===== config.mk =====
export PLATFORM = sky130hd
export DESIGN_NAME = rgb_pwm_driver_flat
export DESIGN_NICKNAME = d
export VERILOG_FILES = /design/src/rtl/rgb_pwm_driver_pkg.sv /design/src/rtl/rgb_pwm_driver_if.sv /design/src/rtl/rgb_pwm_driver_pwm_channel.sv /design/src/rtl/rgb_pwm_driver.sv /design/src/flat_wrapper.sv
export SDC_FILE = /design/constraint.sdc
export NUM_CORES = 1
export LEC_CHECK = 0
export CAP_MARGIN = 20
export CORE_MARGIN = 2
export CORE_UTILIZATION = 52
export CTS_CLUSTER_SIZE = 28
export DETAILED_ROUTE_END_ITERATION = 16
export GPL_TIMING_DRIVEN = 0
export PLACE_DENSITY = 0.86
export REMOVE_ABC_BUFFERS = 1
export SLEW_MARGIN = 20
export SYNTH_ARGS = -nofsm -noshare
export SYNTH_HDL_FRONTEND = slang
export SYNTH_HIERARCHICAL = 1
export SYNTH_SLANG_ARGS = --single-unit

===== constraint.sdc =====
create_clock -name clk -period 3.6 [get_ports clk]
set_clock_uncertainty 0.2 [all_clocks]
set_input_delay 0.36 -clock clk [delete_from_list [all_inputs] [get_ports clk]]
set_output_delay 0.36 -clock clk [all_outputs]
set_load 0.05 [all_outputs]

===== src/rtl/rgb_pwm_driver_pkg.sv =====
// Shared constants, field layout and state encoding for the RGB PWM driver.
package rgb_pwm_driver_pkg;

    localparam logic [7:0] PWM_LAST_STEP = 8'd254;
    localparam int         DUTY_W        = 8;

    localparam int RED_LSB = 16;
    localparam int GRN_LSB = 8;
    localparam int BLU_LSB = 0;

    typedef enum logic {
        ST_IDLE = 1'b0,
        ST_RUN  = 1'b1
    } state_t;

    // Channel index 0/1/2 maps to blue/green/red so led vector bits line up with rgb.
    function automatic int chan_lsb(input int ch);
        case (ch)
            0:       return BLU_LSB;
            1:       return GRN_LSB;
            default: return RED_LSB;
        endcase
    endfunction

endpackage


===== src/rtl/rgb_pwm_driver_if.sv =====
// Colour/enable inputs and LED/status outputs of the RGB PWM driver.
interface rgb_pwm_driver_if;

    logic        enable;
    logic [23:0] rgb;
    logic        led_r;
    logic        led_g;
    logic        led_b;
    logic        frame_start;
    logic [23:0] duty_active;

    modport master (
        output enable, rgb,
        input  led_r, led_g, led_b, frame_start, duty_active
    );

    modport slave (
        input  enable, rgb,
        output led_r, led_g, led_b, frame_start, duty_active
    );

endinterface


===== src/rtl/rgb_pwm_driver_pwm_channel.sv =====
// One PWM comparator: output high while the step counter is below the duty value.
module pwm_channel (
    input  logic [7:0] duty,
    input  logic [7:0] step,
    input  logic       run,
    output logic       pwm
);

    assign pwm = run && (step < duty);

endmodule


===== src/rtl/rgb_pwm_driver.sv =====
// Three-channel PWM driver with per-period shadowed duty and a configurable step prescaler.
module rgb_pwm_driver
    import rgb_pwm_driver_pkg::*;
#(
    parameter int PRESCALE = 1
) (
    input  logic             clk,
    input  logic             rst,
    rgb_pwm_driver_if.slave  bus
);

    localparam int            PW         = (PRESCALE > 1) ? $clog2(PRESCALE) : 1;
    localparam logic [PW-1:0] PRESC_LAST = PW'(PRESCALE - 1);

    state_t        state_q, state_d;
    logic [PW-1:0] presc_q, presc_d;
    logic [7:0]    step_q, step_d;
    logic [23:0]   shadow_q, shadow_d;

    logic       tick;
    logic       period_end;
    logic       run;
    logic       frame_start;
    logic [2:0] led;

    assign tick       = (presc_q == PRESC_LAST);
    assign period_end = tick && (step_q == PWM_LAST_STEP);

    always_ff @(posedge clk or posedge rst) begin
        if (rst) begin
            state_q  <= ST_IDLE;
            presc_q  <= '0;
            step_q   <= '0;
            shadow_q <= '0;
        end else begin
            state_q  <= state_d;
            presc_q  <= presc_d;
            step_q   <= step_d;
            shadow_q <= shadow_d;
        end
    end

    always_comb begin
        state_d  = state_q;
        presc_d  = presc_q;
        step_d   = step_q;
        shadow_d = shadow_q;
        case (state_q)
            ST_IDLE: begin
                presc_d  = '0;
                step_d   = '0;
                shadow_d = '0;
                if (bus.enable) begin
                    shadow_d = bus.rgb;
                    state_d  = ST_RUN;
                end
            end
            ST_RUN: begin
                presc_d = tick ? '0 : presc_q + 1'b1;
                if (period_end) begin
                    // enable is only honoured here, so a period always runs to completion
                    step_d = '0;
                    if (bus.enable) begin
                        shadow_d = bus.rgb;
                    end else begin
                        shadow_d = '0;
                        state_d  = ST_IDLE;
                    end
                end else if (tick) begin
                    step_d = step_q + 8'd1;
                end
            end
        endcase
    end

    always_comb begin
        run         = (state_q == ST_RUN);
        frame_start = run && (step_q == 8'd0) && (presc_q == '0);
    end

    for (genvar gi = 0; gi < 3; gi++) begin : g_chan
        pwm_channel u_chan (
            .duty (shadow_q[chan_lsb(gi) +: DUTY_W]),
            .step (step_q),
            .run  (run),
            .pwm  (led[gi])
        );
    end

    assign bus.led_r       = led[2];
    assign bus.led_g       = led[1];
    assign bus.led_b       = led[0];
    assign bus.frame_start = frame_start;
    assign bus.duty_active = shadow_q;

endmodule

===== src/flat_wrapper.sv =====
// flat-port wrapper written by rule: the top's interface ports become plain ports
module rgb_pwm_driver_flat import rgb_pwm_driver_pkg::*;
#(
    parameter int PRESCALE = 1
)
  (clk, rst, bus_enable, bus_rgb, bus_led_r, bus_led_g, bus_led_b, bus_frame_start, bus_duty_active);
  rgb_pwm_driver_if bus_i ();
  input  logic clk;
  input  logic rst;
  input wire logic [$bits(bus_i.enable)-1:0] bus_enable;
  input wire logic [$bits(bus_i.rgb)-1:0] bus_rgb;
  output wire logic [$bits(bus_i.led_r)-1:0] bus_led_r;
  output wire logic [$bits(bus_i.led_g)-1:0] bus_led_g;
  output wire logic [$bits(bus_i.led_b)-1:0] bus_led_b;
  output wire logic [$bits(bus_i.frame_start)-1:0] bus_frame_start;
  output wire logic [$bits(bus_i.duty_active)-1:0] bus_duty_active;
  assign bus_i.enable = bus_enable;
  assign bus_i.rgb = bus_rgb;
  assign bus_led_r = bus_i.led_r;
  assign bus_led_g = bus_i.led_g;
  assign bus_led_b = bus_i.led_b;
  assign bus_frame_start = bus_i.frame_start;
  assign bus_duty_active = bus_i.duty_active;
  rgb_pwm_driver #(.PRESCALE(PRESCALE)) u_core (.clk(clk), .rst(rst), .bus(bus_i));
endmodule

After elaboration in Yosys (flattened, before gate mapping)
Cells that the tools add are included.
- add/sub/neg operators: 2
- magnitude comparators: 3
- eq/ne operators: 3
- mux-type cells: 11
- bitwise operators: 2
- reductions and logical operators: 7
- operators with widths (kind ; count):
    two-way mux 24 bit ; 2
    case mux 24 bit (2 select lines) ; 1
    less-than comparator 8 bit ; 3
    two-way mux 8 bit ; 2
    case mux 8 bit (2 select lines) ; 1
    adder 8 x 1 -> 8 bit, second input constant ; 1
    == test 8 bit, second input constant ; 1
    logical NOT 8 bit ; 1
    logical AND 1 bit ; 6
    case mux 1 bit (2 select lines) ; 2
    two-way mux 1 bit ; 3
    inequality test 3 bit, second input constant ; 1
    inequality test 2 bit, second input constant ; 1
    inverter 1 bit ; 2
    adder 1 bit, second input constant ; 1
- register bits after elaboration: 34
- bits of input ports: 27
- output and inout port bits: 28
- word-level logic and storage cells: 32

Longest topological paths before layout
- depth in word-level cells: 4
- mapped depth: 6
- depth with buffers taken out: 5

Cells and area by module
The synthesis kept the hierarchy.
- by module, submodules not included (module ; instances ; cells an instance ; area an instance (µm²)):
    rgb_pwm_driver ; 1 ; 149 ; 1525.2
    pwm_channel (u_core.g_chan[0].u_chan ...) ; 2 ; 26 ; 183.9
    pwm_channel (u_core.g_chan[2].u_chan) ; 1 ; 26 ; 188.9

Worst setup path before layout
Ideal clock, no wire load.
- kind: reg-to-output
- from: reg u_core.shadow_q[2], in the netlist u_core/bus.duty_active[2]
- to: out bus_led_b
- data arrival time: 2.102 ns
- slack: 0.938 ns
- stages on the path, launching flop included: 6
- cell sequence: dfrtp_1 -> inv_1 -> ha_1 -> a211oi_2 -> o21ai_1 -> a21oi_1
- word-level cells in the longest chain between the ends: 2
- ends and longest elaborated chain (item ; line ; source):
    start, declared ; rgb_pwm_driver.sv:18 ; logic [23:0] shadow_q, shadow_d;
    start signal, assigned ; rgb_pwm_driver.sv:39 ; shadow_q <= shadow_d;
    less-than comparator 8 bit ; rgb_pwm_driver_pwm_channel.sv:9 ; assign pwm = run && (step < duty);
    logical AND 1 bit ; rgb_pwm_driver_pwm_channel.sv:9 ;
    end, declared ; flat_wrapper.sv:14 ; output wire logic [$bits(bus_i.led_b)-1:0] bus_led_b;
Every way passes these cells.

Worst setup path after layout
- from: reg u_core.step_q[2]
- to: out bus_led_g
- word-level cells in the longest chain between the ends: 2
- ends and longest elaborated chain (item ; line ; source):
    start, declared ; rgb_pwm_driver.sv:17 ; logic [7:0] step_q, step_d;
    start signal, assigned ; rgb_pwm_driver.sv:38 ; step_q <= step_d;
    less-than comparator 8 bit ; rgb_pwm_driver_pwm_channel.sv:9 ;
    logical AND 1 bit ; rgb_pwm_driver_pwm_channel.sv:9 ;
    end, declared ; flat_wrapper.sv:13 ; output wire logic [$bits(bus_i.led_g)-1:0] bus_led_g;
Every way passes these cells.

==> results_dict.tcl <==
set metrics [dict create \
    status "completed" \
    final-setup-viol-count 0 \
    cts_setup_buffers 0 \
    drc 0 \
    finalCritPeriodShare 0.854 \
    worstSetupPathType "register to output pin" \
    cts.sink_count 33 \
    max_freq_mhz 325 \
    initial_core_util 0.556 \
    core_area_um2 3740 \
    yosysUniqueCellTypes 28 \
    dpl_cell_area_um2 2680 \
    syn_area_um2 2080 \
    finalHoldViolCount 0 \
    grt_first_pass_wirelength_um 7440 \
    reg2reg_to "u_core/bus.duty_active[8]" \
    cts_max_path_buffers 2 \
    overflow 0 \
    hp-class "primary input to asynchronous set/reset pin" \
    antenna_found_initial 0 \
    stdcell_count 331 \
    first_pass_iters 4 \
    postSynthAreaPerCell_um2 9.17 \
    layout.nets 334 \
    maxCapViolations 0 \
    fp.dieArea_um2 4530 \
    synthCells 227 \
    reg2reg_depth 6 \
    vias 1717 \
    seq_area_frac_synth 0.397 \
    final.setup.tns_ns 0 \
    cts_tree "yes" \
    reg2reg_from "u_core/step_q[0]" \
    cts_resized 0 \
    root_buffer "clkbuf_8" \
    die_h_um 67.3 \
    end_kind "output pin" \
    area_delta_synth_final_pct 33.1 \
    grtUsageTotal 0.223 \
    io_pins 55 \
    rsz0062_at_grt "no" \
    port_buffers 54 \
    vdd_drop_max_v 0.000306 \
    n_antenna_cell 0 \
    path_clk_slew_ns 0.07 \
    reg2reg_slack_ns 1.37 \
    routed_wl_um 4370 \
    ctsHtreeMaxLevel 2 \
    slew_headroom 0.412 \
    arrival_ns 2.51 \
    drv_slew 0 \
    vias_per_cell 5.19 \
    critical_path.max_fanout 9 \
    wl_per_cell_um 13.2 \
    synth-seq-cells 33 \
    leakagePower_nw 1.51 \
    dp_cells 324 \
    worst_pin_slew_ns 0.879 \
    ys_warn_count 6 \
    grt_pass1_vias 1640 \
    cp.required_ns 3.04 \
    ant_nets 0 \
    post_route_cells_drive_above_1_share 0.0495 \
    grt_max_degree 34 \
    dp_hpwl_um 3190 \
    row_count 22 \
    p_per_area_nw_per_um2 252 \
    cts.hold.buffers_added 0 \
    start_kind "register" \
    endpoint "bus_led_g" \
    die_w_um 67.3 \
    globalplace.congestion 0.804 \
    cts-buffers-inserted 5 \
    insertion_delay_ns 0.29 \
    drt_iter0_markers 97 \
    min_period_ns 3.07 \
    final_area_um2 2770 \
    setup.worst_path.start "u_core/step_q[2]" \
]
==> layer usage <==
layer / GRT usage / routed length (um) / vias up
li1: - / - / 839
met4: 0.0918 / 104 / 0
met5: 0 / 0 / -
met1: 0.269 / 1860 / 813
met2: 0.377 / 2140 / 55
met3: 0.0600 / 256 / 10
==> report_power, final <==
part / switching [mW] / internal (mW) / leakage [nW] / total [mW]
logic: 0.0185 / 0.0282 / 1.15 / 0.0466
registers: 0 / 0.371 / 0.316 / 0.371
clock network: 0.129 / 0.151 / 0.0443 / 0.280
total: 0.147 / 0.551 / 1.51 / 0.698
==> metrics by stage <==
step	setup WS, ns	utilization	hold WS [ns]	total power, mW
floorplan	0.938	-	0.268	0.390
global placement	0.708	0.708	0.322	0.424
detailed placement	0.857	0.717	0.331	0.425
CTS	0.516	0.740	0.321	0.707
global route	0.433	0.740	0.365	0.726
finish	0.527	0.740	0.309	0.698
==> final cells by class <==
| class | instances | area, um2 |
|---|---|---|
| well taps | 48 | 60.1 |
| fillers | 307 | 973 |
| multi-input cells | 138 | 1040 |
| inverters | 50 | 188 |
| flip-flops and latches | 33 | 826 |
| repair buffers | 55 | 568 |
| clock buffers | 7 | 86.3 |
==> critical path, stage by stage, from the launching register on <==
cell and delay [ns]:
dfrtp_1 0.56, ha_1 0.33, a211oi_2 0.24, o21ai_1 0.10, a21oi_1 0.17, clkdlybuf4s50_1 0.82
==> Yosys cell counts <==
cell type,instances,area share
inv_1,50,0.090
dfrtp_1,33,0.40
nand2_1,28,0.050
ha_1,24,0.14
mux2i_1,24,0.12
nor2_1,12,0.022
o21ai_0,8,0.019
a21oi_1,6,0.014
nor2b_1,6,0.018
a211oi_2,4,0.024
nand3_1,4,0.0096
buf_4,3,0.011
clkbuf_1,3,0.0054
nand4_1,3,0.0090
o21ai_1,3,0.0072
a211oi_1,2,0.0072
or4_1,2,0.0072
xor2_1,2,0.0084
a21boi_0,1,0.0036
a21boi_1,1,0.0036
nand2b_1,1,0.0030
nand4_2,1,0.0060
nand4bb_1,1,0.0054
o21ai_2,1,0.0042
o31ai_1,1,0.0036
or3_1,1,0.0030
or3b_1,1,0.0042
xnor2_1,1,0.0042
==> registers in the layout, indices dropped and copies added, names as in the netlist <==
name,count
u_core/run,1
u_core/step_q,8
u_core/bus.duty_active,24
==> placed cells by master, fill, tap and decap left out, drive strengths merged, types with 2 or more instances in the layout <==
cell	instances
a211oi	6
xor2	2
clkdlybuf4s50	54
nand4	4
inv	50
dfrtp	33
nand2	28
clkbuf	7
nor2b	6
mux2i	24
o21ai	12
a21boi	2
or4	2
a21oi	6
nand3	4
nor2	12
ha	24
==> kinds of logic after synthesis <==
family          synth area share
compound gates            0.0871
xor+xnor                  0.0126
fa+ha+maj                  0.144
buf+inv                    0.106
flops                      0.397
mux                        0.115
simple gates               0.138
==> worst min path at each step <==
stage                                     startpoint                         end  slack, ns  cells after the start
after CTS                                        rst   u_core/bus.duty_active[3]       0.32                      2
final                                            rst   u_core/bus.duty_active[5]       0.31                      2
after floorplan                           bus_enable                  u_core/run       0.27                      1
after global routing       u_core/bus.duty_active[9]   u_core/bus.duty_active[9]       0.37                      2
after global placement    u_core/bus.duty_active[16]  u_core/bus.duty_active[16]       0.32                      2
after detailed placement   u_core/bus.duty_active[0]   u_core/bus.duty_active[0]       0.33                      2
No activity file was read; power rests on OpenSTA's default activity.
